<file path="src/rtl/multiboot_request_if.sv">
// Host register bus and boot-request signals for multiboot_request.
//   reg_wr/reg_sel/reg_din : byte write port from the host register bank
//   reg_dout               : combinational readback selected by reg_sel
//   btn_n                  : front-panel button, active-low, asynchronous
//   mbt_reboot             : one-cycle reboot request to the ICAP sequencer
//   spi_addr               : frozen flash boot address, stable while busy
//   busy                   : request in flight / hold-off active
// slave modport is the multiboot_request view; master is the driver view.
interface multiboot_request_if;
    logic        reg_wr;
    logic [1:0]  reg_sel;
    logic [7:0]  reg_din;
    logic [7:0]  reg_dout;
    logic        btn_n;
    logic        mbt_reboot;
    logic [23:0] spi_addr;
    logic        busy;

    modport slave (
        input  reg_wr, reg_sel, reg_din, btn_n,
        output reg_dout, mbt_reboot, spi_addr, busy
    );

    modport master (
        output reg_wr, reg_sel, reg_din, btn_n,
        input  reg_dout, mbt_reboot, spi_addr, busy
    );
endinterface

</file>
<file path="src/rtl/multiboot_request.sv">
// multiboot_request: stages a 24-bit SPI flash boot address from host byte
// writes and, on a keyed CTRL write, freezes it and issues a single-cycle
// reboot request to the ICAP multiboot sequencer, then stays busy for
// HOLDOFF cycles so the sequence can complete.
// Ports:
//   clk   : ICAP clock (<= 20 MHz)
//   rst_n : asynchronous active-low reset
//   bus   : multiboot_request_if.slave (register port, button, boot outputs)
// Optional feature macro MBT_LONGPRESS_EN: a button held low for
// LONGPRESS_CYCLES (synchronized) triggers a reboot to GOLDEN_ADDR.
module multiboot_request #(
    parameter logic [7:0]  KEY              = 8'hB7,
    parameter int unsigned HOLDOFF          = 32,
    parameter logic [23:0] GOLDEN_ADDR      = 24'h000000,
    parameter int unsigned LONGPRESS_CYCLES = 20000000
) (
    input  logic                clk,
    input  logic                rst_n,
    multiboot_request_if.slave  bus
);

    localparam int unsigned HW = (HOLDOFF > 1) ? $clog2(HOLDOFF) : 1;

    typedef enum logic [1:0] {
        S_IDLE,
        S_ARM,
        S_PULSE,
        S_HOLD
    } state_e;

    state_e          state_q, state_d;
    logic [23:0]     staging_q, staging_d;
    logic [23:0]     spi_addr_q, spi_addr_d;
    logic            busy_q, busy_d;
    logic            reboot_q, reboot_d;
    logic            err_q, err_d;
    logic [HW-1:0]   hold_q, hold_d;
    logic            lp_fire_c;
    logic            ctrl_wr_c;
    logic            key_trig_c;

    assign ctrl_wr_c  = bus.reg_wr && (bus.reg_sel == 2'd3);
    assign key_trig_c = ctrl_wr_c && (bus.reg_din == KEY) && (state_q == S_IDLE);

`ifdef MBT_LONGPRESS_EN
    localparam int unsigned LW = $clog2(LONGPRESS_CYCLES + 1);

    logic [1:0]    btn_sync_q;
    logic [LW-1:0] lp_cnt_q;
    logic          lp_done_q;
    logic          lp_hit_c;

    // Synchronizer plus saturating hold counter; lp_done_q blocks re-fire until release.
    always_ff @(posedge clk or negedge rst_n) begin
        if (!rst_n) begin
            btn_sync_q <= 2'b11;
            lp_cnt_q   <= '0;
            lp_done_q  <= 1'b0;
        end else begin
            btn_sync_q <= {btn_sync_q[0], bus.btn_n};
            if (btn_sync_q[1]) begin
                lp_cnt_q  <= '0;
                lp_done_q <= 1'b0;
            end else begin
                if (lp_cnt_q != LW'(LONGPRESS_CYCLES)) begin
                    lp_cnt_q <= lp_cnt_q + LW'(1);
                end
                if (lp_hit_c) begin
                    lp_done_q <= 1'b1;
                end
            end
        end
    end

    // A hit while busy still sets lp_done_q, so it is discarded until release.
    assign lp_hit_c  = (lp_cnt_q == LW'(LONGPRESS_CYCLES)) && !lp_done_q;
    assign lp_fire_c = lp_hit_c && (state_q == S_IDLE);
`else
    logic unused_lp;

    assign lp_fire_c = 1'b0;
    assign unused_lp = ^{bus.btn_n, GOLDEN_ADDR, 32'(LONGPRESS_CYCLES)};
`endif

    // State and output registers.
    always_ff @(posedge clk or negedge rst_n) begin
        if (!rst_n) begin
            state_q    <= S_IDLE;
            staging_q  <= '0;
            spi_addr_q <= '0;
            busy_q     <= 1'b0;
            reboot_q   <= 1'b0;
            err_q      <= 1'b0;
            hold_q     <= '0;
        end else begin
            state_q    <= state_d;
            staging_q  <= staging_d;
            spi_addr_q <= spi_addr_d;
            busy_q     <= busy_d;
            reboot_q   <= reboot_d;
            err_q      <= err_d;
            hold_q     <= hold_d;
        end
    end

    // Register writes and request sequencing.
    always_comb begin
        state_d    = state_q;
        staging_d  = staging_q;
        spi_addr_d = spi_addr_q;
        busy_d     = busy_q;
        reboot_d   = 1'b0;
        err_d      = err_q;
        hold_d     = hold_q;

        if (bus.reg_wr) begin
            case (bus.reg_sel)
                2'd0: staging_d[7:0]   = bus.reg_din;
                2'd1: staging_d[15:8]  = bus.reg_din;
                2'd2: staging_d[23:16] = bus.reg_din;
                default: begin
                    // KEY is handled by the FSM (and silently ignored while busy).
                    if (bus.reg_din == 8'h00) begin
                        err_d = 1'b0;
                    end else if (bus.reg_din != KEY) begin
                        err_d = 1'b1;
                    end
                end
            endcase
        end

        case (state_q)
            S_IDLE: begin
                // Long-press has priority over a coincident KEY write.
                if (lp_fire_c) begin
                    state_d    = S_ARM;
                    spi_addr_d = GOLDEN_ADDR;
                    busy_d     = 1'b1;
                    err_d      = 1'b0;
                end else if (key_trig_c) begin
                    state_d    = S_ARM;
                    spi_addr_d = staging_q;
                    busy_d     = 1'b1;
                    err_d      = 1'b0;
                end
            end
            S_ARM: begin
                state_d  = S_PULSE;
                reboot_d = 1'b1;
            end
            S_PULSE: begin
                state_d = S_HOLD;
                hold_d  = HW'(HOLDOFF - 1);
            end
            S_HOLD: begin
                if (hold_q == '0) begin
                    state_d = S_IDLE;
                    busy_d  = 1'b0;
                end else begin
                    hold_d = hold_q - HW'(1);
                end
            end
            default: state_d = S_IDLE;
        endcase
    end

    // Readback mux.
    always_comb begin
        case (bus.reg_sel)
            2'd0:    bus.reg_dout = staging_q[7:0];
            2'd1:    bus.reg_dout = staging_q[15:8];
            2'd2:    bus.reg_dout = staging_q[23:16];
            default: bus.reg_dout = {busy_q, err_q, 5'b0, reboot_q};
        endcase
    end

    assign bus.mbt_reboot = reboot_q;
    assign bus.spi_addr   = spi_addr_q;
    assign bus.busy       = busy_q;

endmodule

</file>
<file path="src/flat_wrapper.sv">
// flat-port wrapper written by rule: the top's interface ports become plain ports
module multiboot_request_flat 
#(
    parameter logic [7:0]  KEY              = 8'hB7,
    parameter int unsigned HOLDOFF          = 32,
    parameter logic [23:0] GOLDEN_ADDR      = 24'h000000,
    parameter int unsigned LONGPRESS_CYCLES = 20000000
)
  (clk, rst_n, bus_reg_wr, bus_reg_sel, bus_reg_din, bus_btn_n, bus_reg_dout, bus_mbt_reboot, bus_spi_addr, bus_busy);
  multiboot_request_if bus_i ();
  input  logic clk;
  input  logic rst_n;
  input wire logic [$bits(bus_i.reg_wr)-1:0] bus_reg_wr;
  input wire logic [$bits(bus_i.reg_sel)-1:0] bus_reg_sel;
  input wire logic [$bits(bus_i.reg_din)-1:0] bus_reg_din;
  input wire logic [$bits(bus_i.btn_n)-1:0] bus_btn_n;
  output wire logic [$bits(bus_i.reg_dout)-1:0] bus_reg_dout;
  output wire logic [$bits(bus_i.mbt_reboot)-1:0] bus_mbt_reboot;
  output wire logic [$bits(bus_i.spi_addr)-1:0] bus_spi_addr;
  output wire logic [$bits(bus_i.busy)-1:0] bus_busy;
  assign bus_i.reg_wr = bus_reg_wr;
  assign bus_i.reg_sel = bus_reg_sel;
  assign bus_i.reg_din = bus_reg_din;
  assign bus_i.btn_n = bus_btn_n;
  assign bus_reg_dout = bus_i.reg_dout;
  assign bus_mbt_reboot = bus_i.mbt_reboot;
  assign bus_spi_addr = bus_i.spi_addr;
  assign bus_busy = bus_i.busy;
  multiboot_request #(.KEY(KEY), .HOLDOFF(HOLDOFF), .GOLDEN_ADDR(GOLDEN_ADDR), .LONGPRESS_CYCLES(LONGPRESS_CYCLES)) u_core (.clk(clk), .rst_n(rst_n), .bus(bus_i));
endmodule
</file>
<file path="config.mk">
export PLATFORM = sky130hd
export DESIGN_NAME = multiboot_request_flat
export DESIGN_NICKNAME = d
export VERILOG_FILES = /design/src/rtl/multiboot_request_if.sv /design/src/rtl/multiboot_request.sv /design/src/flat_wrapper.sv
export SDC_FILE = /design/constraint.sdc
export NUM_CORES = 1
export LEC_CHECK = 0
export ABC_AREA = 1
export CORE_UTILIZATION = 40
export DETAILED_ROUTE_END_ITERATION = 16
export HOLD_SLACK_MARGIN = 0.02
export PLACE_DENSITY_LB_ADDON = 0.1
export RECOVER_POWER = 25
export SLEW_MARGIN = 20
export SYNTH_ARGS = -nofsm -noshare
export SYNTH_HDL_FRONTEND = slang
export SYNTH_SLANG_ARGS = --single-unit
</file>
<file path="constraint.sdc">
create_clock -name clk -period 1.6 [get_ports clk]
set_input_delay 0.32 -clock clk [delete_from_list [all_inputs] [get_ports clk]]
set_output_delay 0.32 -clock clk [all_outputs]
set_load 0.02 [all_outputs]
</file>
-- After elaboration in Yosys (flattened, before gate mapping)
Cells that the tools add are included.
- bits in registers: 58
- input port bits: 14
- output and inout port bits: 34
- logic and storage cells: 54
- add/sub/neg operators: 1
- equal/unequal tests: 11
- muxes and demuxes: 16
- reduce and logical (&&, ||, !) cells: 17
- operator list (operator ; count):
    case mux 8 bit (3 select lines) ; 1
    AND reduction 2 bit ; 6
    case mux 5 bit (2 select lines) ; 1
    2-to-1 mux 1 bit ; 9
    equality test 2 bit (second input constant) ; 4
    equality test 8 bit (second input constant) ; 1
    zero test 8 bit ; 1
    inequality test 8 bit (second input constant) ; 1
    case mux 2 bit (4 select lines) ; 1
    zero test 5 bit ; 1
    2-to-1 mux 5 bit ; 1
    subtractor 5 x 1 -> 5 bit (second input constant) ; 1
    equality test 2 x 1 -> 1 bit (second input constant) ; 2
    zero test 2 bit ; 2
    2-to-1 mux 2 bit ; 2
    inequality test 2 x 1 -> 1 bit (second input constant) ; 2
    nonzero test 2 bit ; 2
    logical AND 1 bit ; 3
    AND reduction 3 bit ; 1
    OR reduction 3 bit ; 1
    inequality test 2 bit (second input constant) ; 1
    case mux 1 bit (2 select lines) ; 1

-- Longest topological paths before layout
Gate-level depths: netlist of the first run.
- word-level depth: 7
- mapped depth: 9
- depth with buffers taken out: 9

-- Worst setup path before layout of the first run
No wires, ideal clock.
- path kind: register -> register
- start point: register u_core.hold_q[0]
- end point: register u_core.state_q[1]
- library setup time: 0.126 ns
- arrival time: 1.282 ns
- required time: 1.474 ns
- path slack: 0.192 ns
- stages on the path, launching flop included: 10
- path buffers: 0
- period minus slack after synthesis: 1.408 ns
- cells stage by stage: dfrtp_1 > inv_1 > ha_1 > inv_1 > nor3_1 > nand2_1 > nand2_1 > nand2_1 > nand2_1 > o21ai_0
- longest elaborated chain between the ends: 3
- ends and longest elaborated chain (what ; line ; source):
    from (decl) ; multiboot_request.sv:37 ; logic [HW-1:0] hold_q, hold_d;
    from (signal assigned) ; multiboot_request.sv:102 ; hold_q <= hold_d;
    zero test 5 bit ; multiboot_request.sv:156 ; if (hold_q == '0) begin
    inequality test 2 x 1 -> 1 bit (no line) ; -- ;
    AND reduction 2 bit (no line) ; -- ;
    to (signal assigned) ; multiboot_request.sv:96 ; state_q <= state_d;
    to (decl) ; multiboot_request.sv:31 ; state_e state_q, state_d;
Every way passes these cells.
A chain may end at the register's enable or synchronous reset.

-- Worst setup path in the final report of the first run
- start point: register u_core.staging_q[14]
- end point: output port bus_reg_dout[6]
- longest elaborated chain between the ends: 1
- ends and longest elaborated chain (what ; line ; source):
    from (decl) ; multiboot_request.sv:32 ; logic [23:0] staging_q, staging_d;
    from (signal assigned) ; multiboot_request.sv:97 ; staging_q <= staging_d;
    case mux 8 bit (3 select lines) ; multiboot_request.sv:169 ; case (bus.reg_sel)
    to (decl) ; flat_wrapper.sv:17 ; output wire logic [$bits(bus_i.reg_dout)-1:0] bus_reg_dout;
Every way passes these cells.

==> results of run 1 <==
-- logic make-up (layout without fill, tap and decap cells) --
group           Yosys count  in the layout
compound gates           69             69
xor+xnor                  1              1
fa+ha+maj                 6              6
buf+inv                  56            141
flops                    58             58
simple gates            102            103
-- through the flow --
| stage | cells | power, mW | setup slack (ps) |
|---|---|---|---|
| after floorplan | 292 | 2.47 | 192 |
| after global placement | 437 | 2.91 | -809 |
| after detailed placement | 437 | 2.95 | -809 |
| after CTS | 455 | 4.38 | 3.76 |
| after global routing | 455 | 4.63 | -11.0 |
| final | 455 | 4.34 | 66.0 |
-- where the power goes --
group / switching, mW / internal, mW / total (mW)
Clock: 0.529 / 0.891 / 1.42
Combinational: 0.630 / 0.455 / 1.08
Sequential: 0.155 / 1.68 / 1.83
-- how the worst max path moves through the flow --
stage,startpoint,end,slack [ps],depth (start not counted)
after global placement,bus_reg_sel[1],bus_reg_dout[5],-810,5
final,u_core.staging_q[14]$_DFFE_PN0P_,bus_reg_dout[6],70,5
after global routing,u_core.hold_q[0]$_DFFE_PN0P_,u_core.hold_q[1]$_DFFE_PN0P_,-10,9
after CTS,bus_reg_sel[1],bus_reg_dout[6],4,7
after floorplan,u_core.hold_q[0]$_DFFE_PN0P_,u_core.state_q[1]$_DFFE_PN0P_,190,9
after detailed placement,bus_reg_sel[0],bus_reg_dout[4],-810,4
-- final cells by class --
class | count | area (sq um)
clock buffers | 15 | 186
well taps | 77 | 96.3
flip-flops and latches | 58 | 1450
repair buffers | 79 | 677
fillers | 616 | 2730
multi-input cells | 179 | 968
clock inverters | 1 | 30.0
inverters | 46 | 173
-- sequential cells by signal, indices dropped and copies added, names as in the netlist --
name                   cells
u_core.bus.busy            1
u_core.bus.spi_addr       24
u_core.hold_q              5
u_core.err_q               1
u_core.bus.mbt_reboot      1
u_core.staging_q          24
u_core.state_q             2
-- per-layer routing --
| layer | track usage | vias up | part of all wire |
|---|---|---|---|
| met3 | 0.0374 | 10 | 0.038 |
| met4 | 0.100 | 0 | 0.022 |
| li1 | - | 1108 | - |
| met5 | 0 | - | 0 |
| met1 | 0.249 | 951 | 0.50 |
| met2 | 0.298 | 43 | 0.44 |
-- Yosys cell counts --
master	count
nand2_1	79
dfrtp_1	58
inv_1	45
o21ai_0	40
o21ai_1	9
o21ai_2	8
ha_1	6
nand3_1	6
nor2_1	6
clkbuf_1	5
nand4_1	5
o221ai_1	5
a21oi_1	4
buf_6	3
o22ai_1	3
nand2_2	2
or2_1	2
buf_12	1
buf_2	1
inv_2	1
nor2_2	1
nor3_1	1
xnor2_1	1
-- worst register-to-register path, cell delays in order, from the launching register on --
cell	delay, ps
dfrtp_1	360
inv_1	60
ha_1	210
inv_1	80
nor3_2	40
nand2_1	100
nand2_2	90
buf_4	160
o21ai_0	140
nand3_1	80
-- what timing repair did --
item,4_1_cts,5_1_grt
endpoints found under the setup margin,58,21
hold endpoints to repair,58,0
pin swaps,3,2
hold buffers,1,0
gates resized for setup,85,15
gates cloned,1,0
==> impl_metrics.tcl, run 1 <==
set metrics [dict create \
    synth.distinct_cells 23 \
    whs_path_depth 2 \
    grt_max_degree 59 \
    timing.rr.end "u_core.hold_q[2]$_DFFE_PN0P_" \
    io_buffers 46 \
    via_per_inst 4.64 \
    hold_viol 0 \
    timing.slew.headroom 0.475 \
    antenna_cells 0 \
    status "finished, final reports clean" \
    die_h_microns 82.6 \
    antenna_found_initial 0 \
    core_area_sq_um 6310 \
    ff2ff_setup_slack_ps 150 \
    synth_area_sq_um 2600 \
    tns_ps 0 \
    design_area_sq_um 3580 \
    layout.nets 393 \
    synth_seq_cells 58 \
    worst_path_largest_cell_delay_ps 390 \
    worstHoldPathType "flip-flop to flip-flop" \
    drt_iter0_drc 78 \
    vias 2112 \
    synth.top_cell.area_share 0.558 \
    setup-violations-final 0 \
    p_per_area_nw_per_um2 1210 \
    leakagePower_nw 1.89 \
    synth_area_leaders "dfrtp_1, nand2_1, o21ai_0" \
    endpoint_kind "output pin" \
    arrival_ps 1210 \
    dr.pass1.iters 4 \
    overflow 0 \
    grt.total_usage 0.190 \
    gp_routability_congestion 0.829 \
    cts.sink_count 58 \
    grt_pass1_wl_microns 9430 \
    io_pins 48 \
    synthAdderAreaFrac 0.0289 \
    area_growth_syn_to_layout_pct 37.8 \
    ys_seq_area_frac 0.558 \
    synth_fp_nets 312 \
    cts_setup_buffers 0 \
    min_period_ps 1530 \
    path_cells "inv_2 -> o22ai_2 -> a21oi_1 -> nand2_1 -> buf_6" \
    synth_compound_area_frac 0.153 \
    cap_violations 0 \
    reg2reg_depth 9 \
    yosys.area_share.simple 0.160 \
    dieArea_sq_um 6830 \
    grt_pass1_vias 2013 \
    yosys_warnings 0 \
    cp_num_buf_inv 2 \
    cp.required_ps 1280 \
    antenna_left 0 \
    whs_ps 479 \
    cts_buffers 9 \
    synth_top_family_by_area "simple AND/OR/NAND/NOR gates" \
    layout-drive-gt1-share 0.233 \
    fmax_ghz 0.652 \
    final_common_cell "nand2_1" \
    hp-start "u_core.staging_q[17]$_DFFE_PN0P_" \
    routedWlPerCell_microns 12.4 \
    critPathKind "flip-flop to output pin" \
    crit_family "flip-flops" \
    cts_max_path_buffers 2 \
    place_area_sq_um 3350 \
    synthXorXnorAreaFrac 0.00337 \
    finClkSkew_ps 5.77 \
    wl_microns 5660 \
    die_x_microns 82.6 \
    htreeDepth 3 \
    reg2reg_from "u_core.hold_q[0]$_DFFE_PN0P_" \
    fp-row-count 29 \
    clock_latency_ps 330 \
    slew_violations 0 \
    fin_crit_sh 0.959 \
    drc 0 \
    synth_mux_area_frac 0 \
    layout_common_cells "nand2_1, dfrtp_1, o21ai_0" \
    cts_root_buffer "clkbuf_8" \
    cp_slowest_cell "dfrtp_1" \
    cts_tree "yes" \
    min_delay_worst_endpoint "u_core.staging_q[17]$_DFFE_PN0P_" \
    synth_top_area_cell "dfrtp_1" \
    dp_hpwl_microns 4100 \
    clk_pin_slew_ps 60 \
    crit_fanout 2 \
    initial_utilization 0.412 \
    worstSetupStartpointType "flip-flop" \
    tightest_slew_ps 787 \
    syn_area_per_cell_sq_um 8.90 \
    utilization 0.567 \
    syn_inst 292 \
    rsz0062_at_grt "true" \
    peakVddDrop_uv 768 \
]
Note: power is estimated with default switching activity, not from simulation.
==> inputs of run 2 (changes only) <==
Settings changed: REMOVE_ABC_BUFFERS set to 1, TNS_END_PERCENT set to 50.
==> run 2 against run 1 <==
Worst setup slack improved by 4.2 ps. Total power decreased by 3.7%. Flip-flop and latch count unchanged. Clock-buffer cell count decreased by 5. Clock skew about the same. Hold slack about the same. Sequential power about the same. Cell area decreased by 0.94%. Core utilization decreased by 0.54 points. Non-clock buffer count decreased by 5.
==> impl_metrics.tcl, run 2 (synthesized netlist as in run 1, its figures left out) <==
set metrics [dict create \
    status "finished, final reports clean" \
    intPower_mw 2.84 \
    cts.sink_count 58 \
    grt_pass1_wl_microns 9490 \
    overflow 0 \
    clk_pin_slew_ps 60 \
    hold_viol 0 \
    vias 2150 \
    gp_routability_congestion 0.758 \
    worstSetupStartpointType "flip-flop" \
    setup-violations-final 0 \
    finClkSkew_ps 6.07 \
    dieArea_sq_um 6830 \
    crit_fanout 2 \
    routedWlPerCell_microns 13.0 \
    timing.slew.headroom 0.387 \
    io_pins 48 \
    fin_crit_sh 0.956 \
    antenna_left 0 \
    grt_pass1_vias 2015 \
    worstHoldPathType "flip-flop to flip-flop" \
    core_area_sq_um 6310 \
    worst_path_largest_cell_delay_ps 380 \
    drt_iter0_drc 90 \
    cp_slowest_cell "dfrtp_1" \
    power_frac_comb 0.260 \
    die_h_microns 82.6 \
    crit_family "flip-flops" \
    fillers 627 \
    dr.pass1.iters 4 \
    whs_ps 479 \
    grt_max_degree 27 \
    clkPwrFrac 0.303 \
    antenna_cells 0 \
    layout-drive-gt1-share 0.212 \
    multi_input_area_sq_um 971 \
    cts_buffers 9 \
    peakVddDrop_uv 692 \
    place_area_sq_um 3300 \
    via_per_inst 4.78 \
    grt.total_usage 0.196 \
    initial_utilization 0.412 \
    seq_area_sq_um 1450 \
    switching_share 0.320 \
    dp_hpwl_microns 4190 \
    fp-row-count 29 \
    cp.required_ps 1280 \
    power_frac_seq 0.438 \
    p_per_area_nw_per_um2 1180 \
    final_common_cell "nand2_1" \
    cap_violations 0 \
    layout_common_cells "nand2_1, dfrtp_1, inv_1" \
    clock_latency_ps 330 \
    wl_microns 5840 \
    endpoint_kind "output pin" \
    critPathKind "flip-flop to output pin" \
    io_buffers 46 \
    die_x_microns 82.6 \
    htreeDepth 3 \
    rsz0062_at_grt "true" \
    slew_violations 0 \
    leakagePower_nw 1.86 \
    p_sw_mw 1.34 \
    design_area_sq_um 3550 \
    layout.nets 388 \
    antenna_found_initial 0 \
    path_cells "inv_1 -> o22ai_4 -> a21oi_2 -> nand2_1 -> buf_6" \
    drc 0 \
    cp_num_buf_inv 2 \
    min_period_ps 1530 \
    arrival_ps 1210 \
    cts_max_path_buffers 2 \
    cts_root_buffer "clkbuf_8" \
    fmax_ghz 0.654 \
    area_growth_syn_to_layout_pct 36.5 \
    tightest_slew_ps 919 \
    cts_tree "yes" \
]
run 2: cell types whose count changed in the layout (fill, tap and decap cells not counted), moves of 2 or more:
| cell | change |
|---|---|
| a21oi_2 | +2 |
| inv_2 | -4 |
| o221ai_2 | -2 |
| clkbuf_8 | -4 |
| a21oi_1 | -2 |
| buf_2 | -2 |
| clkinv_2 | +4 |
| inv_1 | +4 |
| buf_4 | -9 |
| buf_6 | +5 |
| o221ai_1 | +2 |
run 2: what timing repair did:
item / 4_1_cts / 5_1_grt
endpoints found under the hold margin: 12 / 0
gates cloned: 1 / 0
endpoints found under the setup margin: 65 / 19
hold buffers: 1 / 0
gates resized for setup: 88 / 14
pin swaps: 3 / 3
setup buffers: 1 / 1
run 2: worst paths after layout:
path	cells after the start	end	slack, ps	start
hold / removal	2	u_core.bus.spi_addr[19]$_DFFE_PN0P_	480	u_core.bus.spi_addr[19]$_DFFE_PN0P_
max in group asynchronous	3	u_core.bus.spi_addr[23]$_DFFE_PN0P_	310	rst_n
min in group asynchronous	2	u_core.bus.spi_addr[2]$_DFFE_PN0P_	640	rst_n
setup reg to reg	9	u_core.state_q[1]$_DFFE_PN0P_	140	u_core.hold_q[0]$_DFFE_PN0P_
setup / recovery	5	bus_reg_dout[6]	70	u_core.staging_q[14]$_DFFE_PN0P_
hold reg to reg	2	u_core.bus.spi_addr[19]$_DFFE_PN0P_	480	u_core.bus.spi_addr[19]$_DFFE_PN0P_
run 2: through the flow:
stage | total power [mW] | TNS, ps | instances | utilization | worst slack, ps
after floorplan | 2.46 | -12650 | 282 | - | -532
after global placement | 2.87 | -19410 | 430 | 0.523 | -865
after detailed placement | 2.91 | -20980 | 430 | 0.523 | -900
after CTS | 4.19 | -14.4 | 449 | 0.557 | -14.4
after global routing | 4.49 | -28.8 | 450 | 0.562 | -15.1
final | 4.18 | 0 | 450 | 0.562 | 70.2
run 2: layer usage:
layer / routed length [microns] / vias up / global-route usage
li1: - / 1092 / -
met1: 2550 / 1013 / 0.232
met2: 3010 / 40 / 0.336
met3: 232 / 5 / 0.0505
met4: 47 / 0 / 0.0828
met5: 0 / - / 0
run 2: area by class of cell:
cell class / count / share of cell area
Timing Repair Buffer: 74 / 0.189
Tap cell: 77 / 0.0272
Clock inverter: 6 / 0.0162
Multi-Input combinational cell: 179 / 0.274
Inverter: 46 / 0.0487
Sequential cell: 58 / 0.409
Clock buffer: 10 / 0.0360
run 2: worst min-delay path, cell delays in order, from the launching register on:
cell and delay (ps):
dfrtp_1 330, nand2_1 50, o21ai_0 60
run 2: power groups by stage:
stage	clock [mW]	combinational [mW]	sequential (mW)
after detailed placement	0	1.06	1.85
after CTS	1.31	1.06	1.82
after floorplan	0	0.610	1.85
after global placement	0	1.03	1.84
final	1.27	1.08	1.83
after global routing	1.38	1.25	1.86
==> inputs of run 3 (changes only) <==
Settings changed: CAP_MARGIN set to 20, CORE_UTILIZATION 40 to 25, DONT_BUFFER_PORTS set to 1.
==> run 3 against run 2 <==
The run now ends with negative hold slack left. Hold slack got worse by 810 ps. Sequential share of layout area rose by 6.2 points. Core utilization down 25 points. Cell area shrank 13%. Non-clock buffer count fell by 55. Wire length is 7.0% higher. Largest cell class unchanged.
==> impl_metrics.tcl, run 3 (synthesized netlist as in run 1, its figures left out) <==
set metrics [dict create \
    grt.total_usage 0.127 \
    grt_pass1_wl_microns 10500 \
    violations "negative hold slack" \
    via_per_inst 4.22 \
    worstSetupStartpointType "flip-flop" \
    drt_iter0_drc 60 \
    initial_utilization 0.262 \
    cap_violations 0 \
    cts.sink_count 58 \
    arrival_ps 1180 \
    grt_max_degree 59 \
    dp_hpwl_microns 4340 \
    htreeDepth 3 \
    clk_pin_slew_ps 70 \
    overflow 0 \
    gp_routability_congestion 0.702 \
    p_sw_mw 1.31 \
    worstHoldPathType "input pin to asynchronous set/reset pin" \
    io_buffers 0 \
    min_period_ps 1500 \
    endpoint_kind "output pin" \
    vias 1895 \
    status "finished with violations" \
    cts_tree "yes" \
    clkPwrFrac 0.348 \
    finalPower_mw 4.19 \
    io_pins 48 \
    cts_max_path_buffers 2 \
    antenna_cells 0 \
    power_frac_comb 0.207 \
    path_cells "inv_1 -> o22ai_1 -> a21oi_1 -> nand2_1" \
    cp_slowest_cell "dfrtp_1" \
    p_per_area_nw_per_um2 1360 \
    drc 0 \
    antenna_left 0 \
    clock_latency_ps 340 \
    routedWlPerCell_microns 13.9 \
    grt_pass1_vias 1976 \
    cp.required_ps 1280 \
    dr.pass1.iters 4 \
    fp-row-count 36 \
    antenna_found_initial 0 \
    setup_slack_ps 104 \
    whs_ps -328 \
    dieArea_sq_um 10800 \
    worst_path_largest_cell_delay_ps 390 \
    core_area_sq_um 9910 \
    die_x_microns 104 \
    cp_num_buf_inv 1 \
    intPower_mw 2.88 \
    hold_viol 58 \
    peakVddDrop_uv 673 \
    layout_common_cells "nand2_1, dfrtp_1, inv_1" \
    critPathKind "flip-flop to output pin" \
    slew_violations 0 \
    power_frac_seq 0.445 \
    cts_root_buffer "clkbuf_8" \
    wl_microns 6250 \
    crit_fanout 2 \
    reg2reg_from "u_core.hold_q[0]$_DFFE_PN0P_" \
    switching_share 0.313 \
    crit_start "u_core.staging_q[8]$_DFFE_PN0P_" \
    fmax_ghz 0.669 \
    die_h_microns 104 \
    dp_slack_ps 16.8 \
    layout-drive-gt1-share 0.174 \
    layout.nets 332 \
    finClkSkew_ps 9.20 \
    leakagePower_nw 1.50 \
    area_growth_syn_to_layout_pct 18.6 \
    fin_crit_sh 0.935 \
    final_common_cell "nand2_1" \
    crit_family "flip-flops" \
    setup-violations-final 0 \
    rsz0062_at_grt "true" \
    timing.slew.headroom 0.824 \
    tightest_slew_ps 264 \
    cts_buffers 9 \
]
-- run 3: cell type report --
| class | instances | area [sq um] |
|---|---|---|
| multi-input cells | 178 | 920 |
| clock inverters | 6 | 82.6 |
| repair buffers | 19 | 168 |
| clock buffers | 9 | 124 |
| flip-flops and latches | 58 | 1450 |
| fillers | 1066 | 6830 |
| well taps | 133 | 166 |
| inverters | 46 | 173 |
-- run 3: timing repair --
action | 4_1_cts | 5_1_grt
buffers inserted | 0 | 1
gates resized for setup | 1 | 8
endpoints found under the hold margin | 58 | 58
pin swaps | 0 | 1
cloned | 0 | 0
endpoints found under the setup margin | 1 | 12
-- run 3: stage by stage --
| stage | util | setup TNS [ps] | instance area (sq um) | cells |
|---|---|---|---|---|
| global route | 0.311 | -1.55 | 3080 | 449 |
| CTS | 0.309 | 0 | 3060 | 448 |
| global placement | 0.288 | -2.12 | 2850 | 433 |
| finish | 0.311 | 0 | 3080 | 449 |
| floorplan | - | -12650 | 2520 | 282 |
| detailed placement | 0.288 | 0 | 2850 | 433 |
-- run 3: worst paths after layout --
kind | endpoint | slack, ps | cells past startpoint
setup / recovery | bus_reg_dout[0] | 100 | 4
hold / removal | u_core.bus.spi_addr[10]$_DFFE_PN0P_ | -330 | 0
setup reg to reg | u_core.hold_q[1]$_DFFE_PN0P_ | 180 | 9
hold reg to reg | u_core.staging_q[20]$_DFFE_PN0P_ | 480 | 2
max in group asynchronous | u_core.staging_q[19]$_DFFE_PN0P_ | 1820 | 0
min in group clk | u_core.staging_q[18]$_DFFE_PN0P_ | 190 | 2
-- run 3: per-layer routing --
metal | up-vias | track usage | part of all wire
met3 | 7 | 0.0470 | 0.048
li1 | 971 | - | -
met1 | 882 | 0.154 | 0.47
met2 | 35 | 0.207 | 0.47
met4 | 0 | 0.0429 | 0.015
met5 | - | 0 | 0
-- run 3: power by group through the flow --
stage	Combinational [mW]	Clock [mW]	Sequential [mW]
after floorplan	0.610	0	1.85
after global placement	0.851	0	1.88
after detailed placement	0.854	0	1.89
after CTS	0.867	1.51	1.86
after global routing	1.02	1.57	1.90
final	0.868	1.46	1.86
